$ cat src/rtl/cmd_uart_rcv.sv
// cmd_uart_rcv: 8N1 UART receiver for the follower command path.
// Samples each bit at mid-bit from a two-flop synchronised RX. It presents the byte on rx_data
// with a sticky rdy, a one-cycle frm_err pulse, and a sticky ovr_err.
module cmd_uart_rcv #(
    parameter int unsigned BAUD_CNT = 2604
) (
    input  logic       clk,
    input  logic       rst_n,
    input  logic       RX,
    input  logic       clr_rdy,
    output logic [7:0] rx_data,
    output logic       rdy,
    output logic       frm_err,
    output logic       ovr_err
);

    typedef enum logic [1:0] {StIdle, StStart, StData, StStop} state_e;

    localparam logic [15:0] FullLoad = 16'(BAUD_CNT - 32'd1);
    localparam logic [15:0] HalfLoad = 16'((BAUD_CNT >> 1) - 32'd1);

    state_e      state_q;
    logic [15:0] baud_q;
    logic [3:0]  bit_q;
    logic [7:0]  shift_q;
    logic        rx_meta_q;
    logic        rx_s_q;
    logic        sample;

    // Mid-bit sample point: the baud down-counter has run out.
    assign sample = (baud_q == 16'd0);

    // Two-flop synchroniser for the asynchronous RX line; resets to the idle (high) level.
    always_ff @(posedge clk or negedge rst_n) begin
        if (!rst_n) begin
            rx_meta_q <= 1'b1;
            rx_s_q    <= 1'b1;
        end else begin
            rx_meta_q <= RX;
            rx_s_q    <= rx_meta_q;
        end
    end

    // Frame FSM, baud/bit counters, shift register and registered outputs.
    always_ff @(posedge clk or negedge rst_n) begin
        if (!rst_n) begin
            state_q <= StIdle;
            baud_q  <= 16'd0;
            bit_q   <= 4'd0;
            shift_q <= 8'h00;
            rx_data <= 8'h00;
            rdy     <= 1'b0;
            frm_err <= 1'b0;
            ovr_err <= 1'b0;
        end else begin
            frm_err <= 1'b0;

            // Consumer acknowledge; a coincident byte completion below overrides it.
            if (clr_rdy) begin
                rdy     <= 1'b0;
                ovr_err <= 1'b0;
            end

            // Idle: arm a half-bit delay on the start edge. Otherwise reload on every sample.
            if (state_q == StIdle) begin
                if (!rx_s_q) begin
                    baud_q <= HalfLoad;
                end else if (baud_q != 16'd0) begin
                    baud_q <= baud_q - 16'd1;
                end
            end else begin
                baud_q <= sample ? FullLoad : baud_q - 16'd1;
            end

            case (state_q)
                StIdle: begin
                    if (!rx_s_q) begin
                        state_q <= StStart;
                    end
                end
                StStart: begin
                    if (sample) begin
                        // A high line at mid-start is a glitch: drop it silently.
                        if (rx_s_q) begin
                            state_q <= StIdle;
                        end else begin
                            bit_q   <= 4'd0;
                            state_q <= StData;
                        end
                    end
                end
                StData: begin
                    if (sample) begin
                        shift_q <= {rx_s_q, shift_q[7:1]};
                        bit_q   <= bit_q + 4'd1;
                        if (bit_q == 4'd7) begin
                            state_q <= StStop;
                        end
                    end
                end
                StStop: begin
                    if (sample) begin
                        // Leave at mid-stop so a back-to-back start edge is not missed.
                        state_q <= StIdle;
                        if (rx_s_q) begin
                            rx_data <= shift_q;
                            rdy     <= 1'b1;
                            if (rdy && !clr_rdy) begin
                                ovr_err <= 1'b1;
                            end
                        end else begin
                            frm_err <= 1'b1;
                        end
                    end
                end
                default: state_q <= StIdle;
            endcase
        end
    end

endmodule
$ cat config.mk
export PLATFORM = sky130hd
export DESIGN_NAME = cmd_uart_rcv
export DESIGN_NICKNAME = d
export VERILOG_FILES = /design/src/rtl/cmd_uart_rcv.sv
export SDC_FILE = /design/constraint.sdc
export NUM_CORES = 1
export LEC_CHECK = 0
export ABC_AREA = 1
export BUFFER_PORTS_ARGS = -buffer_cell sky130_fd_sc_hd__clkbuf_2
export CORE_ASPECT_RATIO = 0.9
export CORE_MARGIN = 8
export CORE_UTILIZATION = 59
export CTS_CLUSTER_DIAMETER = 200
export CTS_CLUSTER_SIZE = 40
export DETAILED_ROUTE_END_ITERATION = 10
export MAX_ROUTING_LAYER = met4
export PLACE_DENSITY = 0.87
export SLEW_MARGIN = 10
export SYNTH_ARGS = -nofsm -noshare
export SYNTH_HDL_FRONTEND = slang
export SYNTH_SLANG_ARGS = --single-unit
$ cat constraint.sdc
create_clock -name clk -period 2.1 [get_ports clk]
set_input_delay 0.105 -clock clk [delete_from_list [all_inputs] [get_ports clk]]
set_output_delay 0.105 -clock clk [all_outputs]
set_load 0.005 [all_outputs]
==> run_results.csv <==
group,metric,value,unit
status,run_status,"completed",
global_route,antenna_found_initial,0,
placement,portBuffers,14,
global_route,grt_util_all_layers,16.2,%
setup_path,critical_path_required,2290,ps
global_route,grt_overflow,0,
timing,slew_viol_final,0,
floorplanning,fp.dieH,72.8,um
placement,place_inst,292,
drt,avgViaCountPerCell,5.26,
setup_path,reg2reg_setup_slack,380,ps
synthesis,synth_nets,243,
cts,clock_tree.buffer_depth,2,
cts,clock_tree_from_tritoncts,"built",
layout,layout_cells_sized_above_1,21.6,%
synthesis,yosys.cell_types.count,27,
power,share_comb_of_total_power,1.8,%
power,sequentialPowerShare,58.8,%
drt,finalWirelength,4110,um
synthesis,postSynthCellCount,237,
drt,initialDrtViolationCount,146,
drt,routed-via-count,1594,
timing,tns_setup,0,ps
layout,fillerInstances,263,
timing,max_slew_margin,67.3,%
cts,worst_skew_late_latency,300,ps
timing,finalHoldViolCount,0,
drt,post_route_ant_nets,0,
synthesis,post_synth_mux_area_share,0,%
floorplanning,num_ports,15,
synthesis,postSynth.topFlopCell,"dfrtp_1",
synthesis,synth_area_per_cell,8.92,um2
min_path,hold_class,"in -> async",
cts,cts.reportedPaths.clkPinSlew,80,ps
timing,rsz_0062_raised_after_global_routing,"no",
cts,htree_levels,2,
placement,gp_congestion,0.902,
synthesis,post_synth_most_frequent_cells,"nand2_1, dfrtp_1, nor2_1",
global_route,grt_max_degree,25,
synthesis,synth_enable_flop_cells,0,
drt,wire_per_inst,13.6,um
layout,antenna_cells_inserted,0,
setup_path,worst_setup_path_end_kind,"flip-flop",
synthesis,netlist_top_cells_area,"dfrtp_1, nand2_1, o21ai_2",
layout,final-instance-count-excl-fill,303,
drt,remaining_drc_errors,0,
synthesis,synth_top_family_by_area,"simple AND/OR/NAND/NOR gates",
power,power_frac_clock,39.4,%
timing,share_of_the_clock_period_used_by_the_worst_path,81.7,%
synthesis,share_of_the_synthesized_area_in_the_top_cell_type,48.5,%
global_route,grt_first_pass_wirelength,7110,um
drt,drtPass1Iterations,4,
synthesis,synth_xor_xnor_area_share,4.56,%
power,netSwitchingFraction,22.1,%
setup_path,critical_path.max_fanout,16,
synthesis,synthesis.yosys.warnings,0,
placement,place.detailed.hpwl,2980,um
timing,achievable-frequency,583,MHz
job,max-cap-violations,0,
timing,finalCriticalPeriod,1720,ps
floorplanning,starting_density_of_the_core,62.1,%
layout,design.final.nets,264,
floorplanning,die_width,79.1,um
setup_path,timing.rr.start,"baud_q[0]$_DFFE_PN0P_",
setup_path,crit_arrival,1910,ps
setup_path,worstSetupStartpointType,"flip-flop",
floorplanning,core_area,3400,um2
timing,setup-violations-final,0,
timing,tightest_slew,490,ps
global_route,first_global_vias,1613,
power,power.net_switching,313,uW
synthesis,synthMostInstantiatedCell,"nand2_1",
cts,cts-buffers-inserted,5,
synthesis,synth_compound_area_share,11.4,%
power,power-per-cell-area,608,nW/um2
synthesis,synth_simple_gate_area_share,25.3,%
synthesis,synth.ff_latch_count,43,
synthesis,share_of_the_yosys_chip_area_belonging_to_registers,51.0,%
power,ir_drop,391,uV
power,leakage,1.14,nW
floorplanning,floorplan.rows,20,
setup_path,ff2ff_path_depth,9,
cts,clock_sinks,43,
cts,cts_root_buffer,"clkbuf_8",
synthesis,synth_fa_ha_area_share,1.18,%
synthesis,synthDominantAreaCellType,"dfrtp_1",
floorplanning,dieArea,5760,um2
layout,area_delta_synth_final,10.5,%
setup_path,setup.worst_path.class,"reg -> reg",
synthesis,syn_area,2110,um2
setup_path,crit_path_start,"baud_q[0]$_DFFE_PN0P_",
power,intPower,1.11,mW
synthesis,synth_async_sr_flop_share,100,%
setup_path,r2r_end,"rx_data[7]$_DFFE_PN0P_",
timing,clock-skew-final,11.5,ps
worst max path at each step:
stage	slack [ps]	endpoint	cells after the start
2_1_floorplan	570	rx_data[5]$_DFFE_PN0P_	10
3_3_place_gp	490	rx_data[0]$_DFFE_PN0P_	9
3_5_place_dp	400	rx_data[7]$_DFFE_PN0P_	9
4_1_cts	390	rx_data[7]$_DFFE_PN0P_	9
5_1_grt	250	rx_data[7]$_DFFE_PN0P_	9
6_report	380	rx_data[7]$_DFFE_PN0P_	9
per-stage QoR:
step / power, mW / util, % / area [um2] / hold slack (ps) / worst slack, ps
after floorplan: 0.853 / - / 2110 / -191 / 575
after detailed placement: 0.873 / 64.9 / 2210 / 84.2 / 405
after global routing: 1.45 / 68.6 / 2340 / 334 / 246
after CTS: 1.43 / 68.6 / 2340 / 298 / 390
after global placement: 0.872 / 64.9 / 2210 / 75.6 / 490
final: 1.42 / 68.6 / 2340 / 285 / 384
final cells by class:
class	instances	area, um2	area share, %
clock buffer	6	82.6	3.54
clock inverter	2	16.3	0.696
inverter	25	98.8	4.23
multi-input combinational	165	897	38.4
sequential	43	1080	46.2
tap	44	55.1	2.36
timing repair buffer	18	108	4.61
worst max-delay path: stages, from the launching register on:
cell and delay, ps:
dfrtp_1 380, inv_1 100, ha_1 240, nand2_4 110, nor2_4 160, nand2_4 90, inv_6 90, nand3_4 200
nand2_1 160, o21ai_2 70
routing by layer:
metal / vias up / wire [um] / GRT usage (%)
li1: 791 / - / -
met1: 757 / 1780 / 18.2
met2: 39 / 2070 / 26.0
met3: 7 / 194 / 4.80
met4: 0 / 70 / 7.39
met5: - / 0 / -
power by group through the flow:
stage,Combinational [mW],Clock (mW),Sequential [mW]
2_1_floorplan,0.00519,0,0.848
3_5_place_dp,0.0227,0,0.850
4_1_cts,0.0270,0.571,0.834
3_3_place_gp,0.0215,0,0.850
5_1_grt,0.0302,0.589,0.834
6_report,0.0258,0.559,0.834
logic make-up after synthesis:
| family | count (synthesis) |
|---|---|
| and+or+nand+nor | 118 |
| xor gates and xnor gates | 11 |
| adders and majority gates | 2 |
| AOI/OAI and AO/OA | 34 |
| DFF | 43 |
| buffers and inverters | 29 |
placed cells by master, fill, tap and decap left out:
cell | netlist | routed
xor2_1 | 5 | 5
nor2_1 | 30 | 30
o21ai_0 | 9 | 9
nand2_4 | 3 | 3
o21ai_2 | 16 | 16
o211ai_1 | 1 | 1
nand3_1 | 5 | 5
dlygate4sd3_1 | 0 | 3
o211a_1 | 1 | 1
clkbuf_8 | 0 | 6
nand2_1 | 62 | 62
clkinv_4 | 0 | 1
nor3_1 | 2 | 2
inv_6 | 1 | 1
ha_1 | 2 | 2
a21oi_1 | 5 | 5
clkbuf_2 | 0 | 14
dfrtp_1 | 41 | 41
inv_1 | 24 | 24
nor4_1 | 2 | 2
buf_4 | 0 | 1
nand4_1 | 3 | 3
or2_2 | 2 | 2
xnor2_1 | 6 | 6
nand3_4 | 1 | 1
nor2_4 | 2 | 2
o22ai_1 | 2 | 2
nor2_2 | 4 | 4
dfstp_2 | 2 | 2
clkinvlp_4 | 0 | 1
nand2_2 | 2 | 2
registers in the layout, summed over array words and instances, names as in the netlist, named ones only:
register and count:
ovr_err 1, shift_q 8, state_q 1, rx_data 8, rx_meta_q 1, rx_s_q 1, bit_q 4, rdy 1
frm_err 1, baud_q 16
what timing repair did:
item                                   CTS  global route
endpoints found under the hold margin   19             0
resized for setup                        0             0
setup buffers                            0             0
hold buffers                             3             0
Power figures use the tool's default switching activity.
